## src/rtl/seq_add_pkg.sv

```systemverilog
// seq_add_pkg: shared constants and FSM encoding for the bit-serial adder.
//   DEFAULT_WIDTH : default operand width in bits
//   state_t       : controller state encoding (2'b11 left unused)
package seq_add_pkg;

    localparam int unsigned DEFAULT_WIDTH = 8;

    typedef enum logic [1:0] {
        IDLE = 2'b00,
        RUN  = 2'b01,
        DONE = 2'b10
    } state_t;

endpackage : seq_add_pkg

```

## src/rtl/seq_add_ctrl_full_addr.sv

```systemverilog
// half_addr / full_addr: combinational 1-bit adder cells for the serial adder.
//   half_addr : in1, in2        -> out (sum), cout (carry)
//   full_addr : in1, in2, cin   -> out (sum), cout (carry)
// full_addr is two chained half adders with their carries ORed.
module half_addr (
    input  logic in1,
    input  logic in2,
    output logic out,
    output logic cout
);

    assign out  = in1 ^ in2;
    assign cout = in1 & in2;

endmodule : half_addr

module full_addr (
    input  logic in1,
    input  logic in2,
    input  logic cin,
    output logic out,
    output logic cout
);

    logic s0;
    logic c0;
    logic c1;

    half_addr u_ha0 (
        .in1  (in1),
        .in2  (in2),
        .out  (s0),
        .cout (c0)
    );

    half_addr u_ha1 (
        .in1  (s0),
        .in2  (cin),
        .out  (out),
        .cout (c1)
    );

    // Both half-adder carries can never be high together, so OR is exact.
    assign cout = c0 | c1;

endmodule : full_addr

```

## src/rtl/seq_add_ctrl.sv

```systemverilog
// seq_add_ctrl: bit-serial adder, one full-adder cell sequenced LSB first
// over WIDTH cycles.
//   clk, rst_n    : clock, synchronous active-low reset
//   start         : begin an addition (sampled only in IDLE)
//   a, b          : operands (latched on the accepted start)
//   sub           : subtract request, present only with SEQ_ADD_SUB_EN defined
//   sum, cout     : registered result and carry out, updated at RUN->DONE
//   busy          : high while in RUN
//   done          : one-cycle pulse while in DONE
// Build option: define SEQ_ADD_SUB_EN to add the sub port (a - b mode).
module seq_add_ctrl
    import seq_add_pkg::*;
#(
    parameter int unsigned WIDTH = DEFAULT_WIDTH
) (
    input  logic             clk,
    input  logic             rst_n,
    input  logic             start,
    input  logic [WIDTH-1:0] a,
    input  logic [WIDTH-1:0] b,
`ifdef SEQ_ADD_SUB_EN
    input  logic             sub,
`endif
    output logic [WIDTH-1:0] sum,
    output logic             cout,
    output logic             busy,
    output logic             done
);

    localparam int unsigned CNT_W = (WIDTH > 1) ? $clog2(WIDTH) : 1;

    state_t           state;
    state_t           state_nx;
    logic [WIDTH-1:0] a_sh;
    logic [WIDTH-1:0] b_sh;
    logic [WIDTH-1:0] res_sh;
    logic             carry;
    logic [CNT_W-1:0] cnt;
    logic             fa_sum;
    logic             fa_cout;
    logic             sub_c;
    logic             last_c;
    logic             busy_nx;
    logic             done_nx;

`ifdef SEQ_ADD_SUB_EN
    assign sub_c = sub;
`else
    assign sub_c = 1'b0;
`endif

    assign last_c = (cnt == CNT_W'(WIDTH - 1));

    // Single adder cell fed by the operand LSBs and the running carry.
    full_addr u_fa (
        .in1  (a_sh[0]),
        .in2  (b_sh[0]),
        .cin  (carry),
        .out  (fa_sum),
        .cout (fa_cout)
    );

    // Next-state and registered-output decode.
    always_comb begin
        state_nx = state;
        busy_nx  = 1'b0;
        done_nx  = 1'b0;
        case (state)
            IDLE:    if (start) state_nx = RUN;
            RUN:     if (last_c) state_nx = DONE;
            DONE:    state_nx = IDLE;
            default: state_nx = IDLE;
        endcase
        busy_nx = (state_nx == RUN);
        done_nx = (state_nx == DONE);
    end

    // State register, datapath and outputs.
    always_ff @(posedge clk) begin
        if (!rst_n) begin
            state  <= IDLE;
            a_sh   <= '0;
            b_sh   <= '0;
            res_sh <= '0;
            carry  <= 1'b0;
            cnt    <= '0;
            sum    <= '0;
            cout   <= 1'b0;
            busy   <= 1'b0;
            done   <= 1'b0;
        end else begin
            state <= state_nx;
            busy  <= busy_nx;
            done  <= done_nx;
            case (state)
                IDLE: begin
                    if (start) begin
                        // Subtract is a + ~b + 1: invert b, preset the carry.
                        a_sh   <= a;
                        b_sh   <= sub_c ? ~b : b;
                        carry  <= sub_c;
                        cnt    <= '0;
                        res_sh <= '0;
                    end
                end
                RUN: begin
                    a_sh   <= a_sh >> 1;
                    b_sh   <= b_sh >> 1;
                    res_sh <= {fa_sum, res_sh[WIDTH-1:1]};
                    carry  <= fa_cout;
                    // Counter holds at WIDTH-1 on the last bit so it never wraps.
                    if (!last_c) begin
                        cnt <= cnt + CNT_W'(1);
                    end
                    if (last_c) begin
                        sum  <= {fa_sum, res_sh[WIDTH-1:1]};
                        cout <= fa_cout;
                    end
                end
                default: ;
            endcase
        end
    end

endmodule : seq_add_ctrl

```

## config.mk

```make
export PLATFORM = sky130hd
export DESIGN_NAME = seq_add_ctrl
export DESIGN_NICKNAME = d
export VERILOG_FILES = /design/src/rtl/seq_add_pkg.sv /design/src/rtl/seq_add_ctrl_full_addr.sv /design/src/rtl/seq_add_ctrl.sv
export SDC_FILE = /design/constraint.sdc
export NUM_CORES = 1
export LEC_CHECK = 0
export ABC_AREA = 1
export BUFFER_PORTS_ARGS = -buffer_cell sky130_fd_sc_hd__clkbuf_2
export CAP_MARGIN = 20
export CORE_MARGIN = 5
export CORE_UTILIZATION = 40
export DETAILED_ROUTE_END_ITERATION = 6
export GPL_TIMING_DRIVEN = 0
export MAX_ROUTING_LAYER = met4
export PLACE_DENSITY = 0.58
export SETUP_SLACK_MARGIN = 0.1
export SLEW_MARGIN = 15
export SYNTH_ARGS = -nofsm -noshare
export SYNTH_HDL_FRONTEND = slang
export SYNTH_SLANG_ARGS = --single-unit
```

## constraint.sdc

```tcl
create_clock -name clk -period 2.3 [get_ports clk]
set_input_delay 0.575 -clock clk [delete_from_list [all_inputs] [get_ports clk]]
set_output_delay 0.575 -clock clk [all_outputs]
set_load 0.01 [all_outputs]
```

==> out/results.txt, run 1 <==
largest family of logic cells by synthesized area -> simple AND/OR/NAND/NOR gates
Synth area leaders -> dfxtp_1, nand2_1, nor2_1, inv_1, nand3_1
Routed WL -> 3759 µm
top layer reached by signal wires -> met4
CP arrival -> 1.59 ns
final core utilization -> 0.4805
iteration-0 DRC count of the detailed router -> 104
RR Endpoint -> cnt[0]
FP Rows -> 24
Core ar. -> 4294 µm²
Post-synth EDFFs -> 0
Die Height -> 76.01 µm
PwrDens -> 730.8 nW/µm²
dpl ws -> 0.7868 ns
clk_skew -> 0.008331 ns
DR WL met2 -> 1624 µm
final hold vios -> 0
Antenna diodes -> 0
met3 wire len -> 174 µm
status -> finished, final reports clean
wl on met1 -> 1906 µm
worst path required time -> 2.50 ns
GRT Resource Usage Total -> 0.1425
CTS tree -> done
Worst slew margin -> 0.6702
postcts setup bufs -> 0
Synth Area in Adders -> 0.02584
htree depth -> 2
Port Buffer Count -> 28
Initial Util -> 0.4059
crit path time final -> 1.384 ns
# setup viols final -> 0
Synth Cell Area -> 1743 µm²
cell taking the most area after synthesis -> dfxtp_1
VDD IR max -> 0.0003474 V
post-synthesis xor/xnor area fraction -> 0
LEAKAGE -> 1.040 nW
Die Wd -> 76.01 µm
Net Sw Frac -> 0.2575
Hold Buf Count CTS -> 0
syn_area_per_cell -> 6.678 µm²
crit path from -> cnt[0]
Post-synth top cells -> nand2_1, dfxtp_1, nor2_1
layout cells sized above 1 -> 0.1751
post-detail-place hpwl -> 2637 µm
Cell variety after synth -> 18
area grow syn2layout -> 18.38%
NetSw -> 0.3883 mW
worst-skew pair later-pin latency -> 0.30 ns
clk buf depth -> 2
#FFs+latches synth -> 40
Setup TNS -> 0 ns
Die Area -> 5778 µm²
grt ovf -> 0
fin crit share -> 0.6019
count leader, synth -> nand2_1
R2R Path Start -> cnt[0]
PnR worst setup slack -> 0.9156 ns
Hold EP -> res_sh[1]
flop2flop setup slack -> 0.92 ns
1st-pass router iterations -> 4
min-delay worst type -> reg2reg
worst-margin pin slew -> 0.4947 ns
P_int -> 1.120 mW
critical path class -> reg2reg
vias post-DR -> 1529
root buffer cell -> clkbuf_8
Synth Flop Type -> dfxtp_1
Final Hold Slack -> 0.4683 ns
WL/cell -> 10.77 µm
largest net degree at the start of global routing -> 15
Num CTS Buffers -> 5
Seq pwr share -> 0.489
hold depth -> 2
Fmax -> 0.7223 GHz
global-route wire length before repair -> 6499 µm
Post-DRT Antenna Nets -> 0
ys async rst share -> 0
Max Cap Viol -> 0
Compound-Gate Fraction of Synth Area -> 0.04810
min-delay src -> res_sh[1]
Mapped Cells -> 261
max-slew violation count -> 0
Logic pwr share -> 0.116
crit path launch type -> register
RePlAce Congestion -> 0.8405
drc violations -> 0
vias in the first global route -> 1389
yosys warns -> 0
Clk pwr share -> 0.395
clk sinks -> 40
reg2reg path depth -> 6
mux share of post-synthesis cell area -> 0
Crit. End Element -> register
Seq/Total Area, Yosys -> 0.4594
CP max FO -> 4
Mapped Nets -> 283
Simple-Gate Fraction of Synth Area -> 0.3711
clock-pin transition on the worst setup and hold timing paths -> 0.09 ns
share of the synthesized area in the top cell type -> 0.4594
DR vias/cell -> 4.381
RSZ-0062 raised after global routing -> false
Top Ports -> 30
initial antenna violation count -> 0
Post-layout nets -> 318
Post-CTS Resized -> 0
## power by group through the flow
stage                     registers, mW  logic, mW  clock network, mW
after floorplan                   0.751      0.128                  0
after global placement            0.753      0.175                  0
after detailed placement          0.753      0.177                  0
after CTS                         0.737      0.178              0.618
after global routing              0.741      0.201              0.653
final                             0.737      0.175              0.596
## cells in the final DEF, fill, tap and decap left out, types with 2 or more instances in the layout
cell	instances
ha_1	2
nor2_1	40
clkbuf_2	28
inv_1	23
or2_2	2
o21ai_0	3
clkbuf_8	5
a21oi_1	12
inv_2	2
nand3_1	14
buf_4	4
nand2_1	107
dfxtp_1	40
clkbuf_1	3
buf_2	4
## critical path, stage by stage, from the launching register on
cell     delay [ns]
dfxtp_1        0.32
ha_1           0.20
ha_1           0.21
a21oi_1        0.23
nand2_1        0.16
nor2_1         0.12
nor2_1         0.05
## through the flow
stage          instances  instance area, µm²  power [mW]
2_1_floorplan        261                1743      0.8796
3_3_place_gp         341                1948      0.9282
3_5_place_dp         341                1948      0.9305
4_1_cts              349                2063       1.533
5_1_grt              349                2063       1.595
6_report             349                2063       1.508
## kinds of logic after synthesis
logic type	count (synthesis)
compound gates	16
fa+ha+maj	3
buf+inv	37
flops	40
simple gates	165
## sequential cells by signal (all words and copies together), names as in the netlist
| signal | flops |
|---|---|
| a_sh | 8 |
| b_sh | 8 |
| sum | 8 |
| res_sh | 7 |
| cnt | 3 |
| state | 2 |
| busy | 1 |
| carry | 1 |
| cout | 1 |
| done | 1 |
## cell type report
cell class	count	area [µm²]
fillers	459	2231
flip-flops and latches	40	800.8
multi-input cells	184	775.7
repair buffers	28	140.1
inverters	25	93.84
plain buffers	12	72.57
clock buffers	5	68.82
well taps	52	65.06
clock inverters	3	46.29
## metal layers
layer / up-vias / track usage
met5: - / -
met4: 0 / 0.05338
met3: 5 / 0.04610
met2: 25 / 0.2072
met1: 643 / 0.1837
li1: 856 / -
## worst max path at each step
stage                            to  slack [ns]
final                        cnt[0]        0.92
after global routing         sum[2]        0.78
after CTS                      cout        0.91
after detailed placement       busy        0.79
after global placement     state[0]        0.79
after floorplan           res_sh[7]        1.02
Note: power is estimated with default switching activity, not from simulation.
==> run 2: changes to the inputs <==
--- a/config.mk
+++ b/config.mk
@@ -5,7 +5,7 @@
 export SDC_FILE = /design/constraint.sdc
 export NUM_CORES = 1
 export LEC_CHECK = 0
-export ABC_AREA = 1
+export ABC_AREA = 0
 export BUFFER_PORTS_ARGS = -buffer_cell sky130_fd_sc_hd__clkbuf_2
 export CAP_MARGIN = 20
 export CORE_MARGIN = 5
@@ -13,7 +13,7 @@
 export DETAILED_ROUTE_END_ITERATION = 6
 export GPL_TIMING_DRIVEN = 0
 export MAX_ROUTING_LAYER = met4
-export PLACE_DENSITY = 0.58
+export PLACE_DENSITY = 0.6
 export SETUP_SLACK_MARGIN = 0.1
 export SLEW_MARGIN = 15
 export SYNTH_ARGS = -nofsm -noshare
==> constraint.sdc (replaced) <==
create_clock -name clk -period 1.12 [get_ports clk]
set_input_delay 0.28 -clock clk [delete_from_list [all_inputs] [get_ports clk]]
set_output_delay 0.28 -clock clk [all_outputs]
set_load 0.01 [all_outputs]
==> run 2 against run 1 <==
Combinational power rose to 2.7 times the previous value; power rose by 110%; non-clock buffer count rose by 22; via count fell by 8.1%; the run now ends with setup timing left; hold slack got worse by 0.20 ns; sequential share of layout area fell by 6.7 points; highest routed layer unchanged.
==> out/results.txt, run 2 <==
Die Height -> 76.15 µm (was 76.01 µm)
RePlAce Congestion -> 0.7717 (was 0.8405)
htree depth -> 2 (unchanged)
PnR worst setup slack -> -0.1941 ns (was 0.9156 ns)
Setup TNS -> -3.702 ns (was 0 ns)
LEAKAGE -> 1.164 nW (was 1.040 nW)
# setup viols final -> 32 (was 0)
ys async rst share -> 0 (unchanged)
most common cell after layout, fill and taps aside -> nand2_1 (unchanged)
1st-pass router iterations -> 4 (unchanged)
yosys warns -> 0 (unchanged)
CP arrival -> 1.50 ns (was 1.59 ns)
CTS tree -> done (unchanged)
Port Buffer Count -> 28 (unchanged)
root buffer cell -> clkbuf_8 (unchanged)
iteration-0 DRC count of the detailed router -> 59 (was 104)
met3 wire len -> 182 µm (was 174 µm)
Crit. End Element -> register (unchanged)
Cell variety after synth -> 27 (was 18)
top layer reached by signal wires -> met4 (unchanged)
Top Ports -> 30 (unchanged)
Hold EP -> a_sh[7] (was res_sh[1])
CP max FO -> 10 (was 4)
Post-DRT Antenna Nets -> 0 (unchanged)
critical path class -> reg2reg (unchanged)
Post-synth top cells -> dfxtp_1, nand2_1, mux2i_1 (was nand2_1, dfxtp_1, nor2_1)
most frequent cells in the layout -> nand2_1, dfxtp_1, buf_6, clkbuf_2 (was nand2_1, nor2_1, dfxtp_1, clkbuf_2, inv_1)
Post-layout nets -> 251 (was 318)
Mapped Cells -> 174 (was 261)
worst path required time -> 1.30 ns (was 2.50 ns)
drc violations -> 0 (unchanged)
largest net degree at the start of global routing -> 13 (was 15)
fin crit share -> 1.173 (was 0.6019)
Fmax -> 0.7610 GHz (was 0.7223 GHz)
clock-pin transition on the worst setup and hold timing paths -> 0.08 ns (was 0.09 ns)
RR Endpoint -> sum[7] (was cnt[0])
area grow syn2layout -> 46.46% (was 18.38%)
crit path time final -> 1.314 ns (was 1.384 ns)
Routed WL -> 4064 µm (was 3759 µm)
Mapped Nets -> 196 (was 283)
vias in the first global route -> 1453 (was 1389)
Synth area leaders -> dfxtp_1, mux2i_1, o211a_1, nand2_1, buf_6 (was dfxtp_1, nand2_1, nor2_1, inv_1, nand3_1)
min-delay src -> a[7] (was res_sh[1])
Synth Flop Type -> dfxtp_1 (unchanged)
PwrDens -> 1222 nW/µm² (was 730.8 nW/µm²)
Die Area -> 5799 µm² (was 5778 µm²)
worst-margin pin slew -> 0.4697 ns (was 0.4947 ns)
WL/cell -> 14.41 µm (was 10.77 µm)
Hold Buf Count CTS -> 0 (unchanged)
vias post-DR -> 1405 (was 1529)
DR WL met2 -> 2012 µm (was 1624 µm)
Seq/Total Area, Yosys -> 0.4575 (was 0.4594)
cell taking the most area after synthesis -> dfxtp_1 (unchanged)
hold depth -> 3 (was 2)
initial antenna violation count -> 0 (unchanged)
Total Power -> 3.133 mW (was 1.508 mW)
FP Rows -> 24 (unchanged)
syn_area_per_cell -> 10.06 µm² (was 6.678 µm²)
global-route wire length before repair -> 6706 µm (was 6499 µm)
reg2reg path depth -> 5 (was 6)
crit path launch type -> register (unchanged)
Num CTS Buffers -> 5 (unchanged)
final hold vios -> 0 (unchanged)
clk_skew -> 0.007309 ns (was 0.008331 ns)
Antenna diodes -> 0 (unchanged)
DR vias/cell -> 4.982 (was 4.381)
Initial Util -> 0.4076 (was 0.4059)
wl on met1 -> 1841 µm (was 1906 µm)
Placement Cell Area -> 2034 µm² (was 1948 µm²)
post-detail-place hpwl -> 2615 µm (was 2637 µm)
Core ar. -> 4294 µm² (unchanged)
RSZ-0062 raised after global routing -> true (was false)
failing checks -> setup timing
share of the synthesized area in the top cell type -> 0.4575 (was 0.4594)
status -> complete, but fails checks (was finished, final reports clean)
Max Cap Viol -> 0 (unchanged)
min-delay worst type -> in2reg (was reg2reg)
R2R Path Start -> cnt[1] (was cnt[0])
fin area -> 2564 µm² (was 2063 µm²)
GRT Resource Usage Total -> 0.1443 (was 0.1425)
VDD IR max -> 0.0009447 V (was 0.0003474 V)
grt ovf -> 0 (unchanged)
Post-synth EDFFs -> 0 (unchanged)
count leader, synth -> dfxtp_1 (was nand2_1)
max-slew violation count -> 0 (unchanged)
Synth Cell Area -> 1750 µm² (was 1743 µm²)
#FFs+latches synth -> 40 (unchanged)
clk buf depth -> 2 (unchanged)
Die Wd -> 76.15 µm (was 76.01 µm)
layout cells sized above 1 -> 0.5000 (was 0.1751)
biggest regs -> a_sh x8, b_sh x8, sum x8 (unchanged)
worst-skew pair later-pin latency -> 0.29 ns (was 0.30 ns)
clk sinks -> 40 (unchanged)
flop2flop setup slack -> -0.19 ns (was 0.92 ns)
Worst slew margin -> 0.6869 (was 0.6702)
[run 2: cell types whose count changed after synthesis, moves of 5 or more]
| cell | before | now |
|---|---|---|
| nand2_1 | 107 | 34 |
| nand3_1 | 14 | 0 |
| mux2i_1 | 0 | 15 |
| a22oi_1 | 0 | 8 |
| buf_6 | 1 | 6 |
| a21boi_0 | 0 | 5 |
| nor2b_1 | 0 | 10 |
| nor2_1 | 40 | 2 |
| and2_1 | 0 | 5 |
| o211a_1 | 0 | 14 |
| inv_1 | 23 | 4 |
| a21oi_1 | 12 | 0 |
[run 2: layout make-up]
cell class,instances,area (µm²)
multi-input combinational,116,1003
inverter,4,15.01
clock buffer,6,72.57
tap,52,65.06
clock inverter,2,35.03
buffer,13,132.6
fill,370,1730
sequential,40,822.0
timing repair buffer,49,417.9
[run 2: worst max-delay path, cell delays in order, from the launching register on]
cell     delay, ns
dfxtp_2       0.34
ha_4          0.16
ha_4          0.17
and3b_2       0.21
buf_6         0.14
o211a_1       0.20
[run 2: metrics by stage]
| step | utilization | hold slack, ns | worst slack [ns] | cells |
|---|---|---|---|---|
| global placement | 0.4738 | 0.4409 | -0.2249 | 254 |
| floorplan | - | 0.4370 | -0.1633 | 174 |
| finish | 0.5970 | 0.2638 | -0.1941 | 282 |
| CTS | 0.5557 | 0.2639 | -0.1802 | 278 |
| global route | 0.5970 | 0.2885 | -0.2174 | 282 |
| detailed placement | 0.4738 | 0.4455 | -0.2292 | 254 |
[run 2: cells by family after synthesis]
kind of cell	count (synthesis)	synth area share
buf+inv	18	0.07076
simple gates	60	0.1673
mux	15	0.08577
flops	40	0.4575
fa+ha+maj	3	0.02573
compound gates	38	0.1930
[run 2: repair_timing]
action | CTS | global route
gates resized for setup | 38 | 41
buffers inserted | 13 | 3
pin swaps | 5 | 9
endpoints found under the setup margin | 49 | 51
gates cloned | 4 | 1
[run 2: worst max path at each step]
stage                     startpoint  endpoint  slack, ns  cells past startpoint
after floorplan               cnt[1]      cout      -0.16                      5
after global placement        cnt[0]      cout      -0.22                      5
after detailed placement      cnt[0]    sum[7]      -0.23                      5
after CTS                     cnt[1]    sum[7]      -0.18                      5
after global routing          cnt[1]      cout      -0.22                      5
final                         cnt[1]    sum[7]      -0.19                      5
[run 2: routing by layer]
layer  global-route usage  vias to the layer above
li1                     -                      713
met1               0.1714                      656
met2               0.2432                       32
met3              0.04019                        4
met4              0.03147                        0
met5                    -                        -
[run 2: where the power goes]
part / switching [mW] / internal, mW / leakage (nW) / total, mW
Sequential: 0.0361 / 1.48 / 0.334 / 1.52
Combinational: 0.204 / 0.260 / 0.774 / 0.464
Clock: 0.489 / 0.661 / 0.0552 / 1.15
Total: 0.729 / 2.40 / 1.16 / 3.13
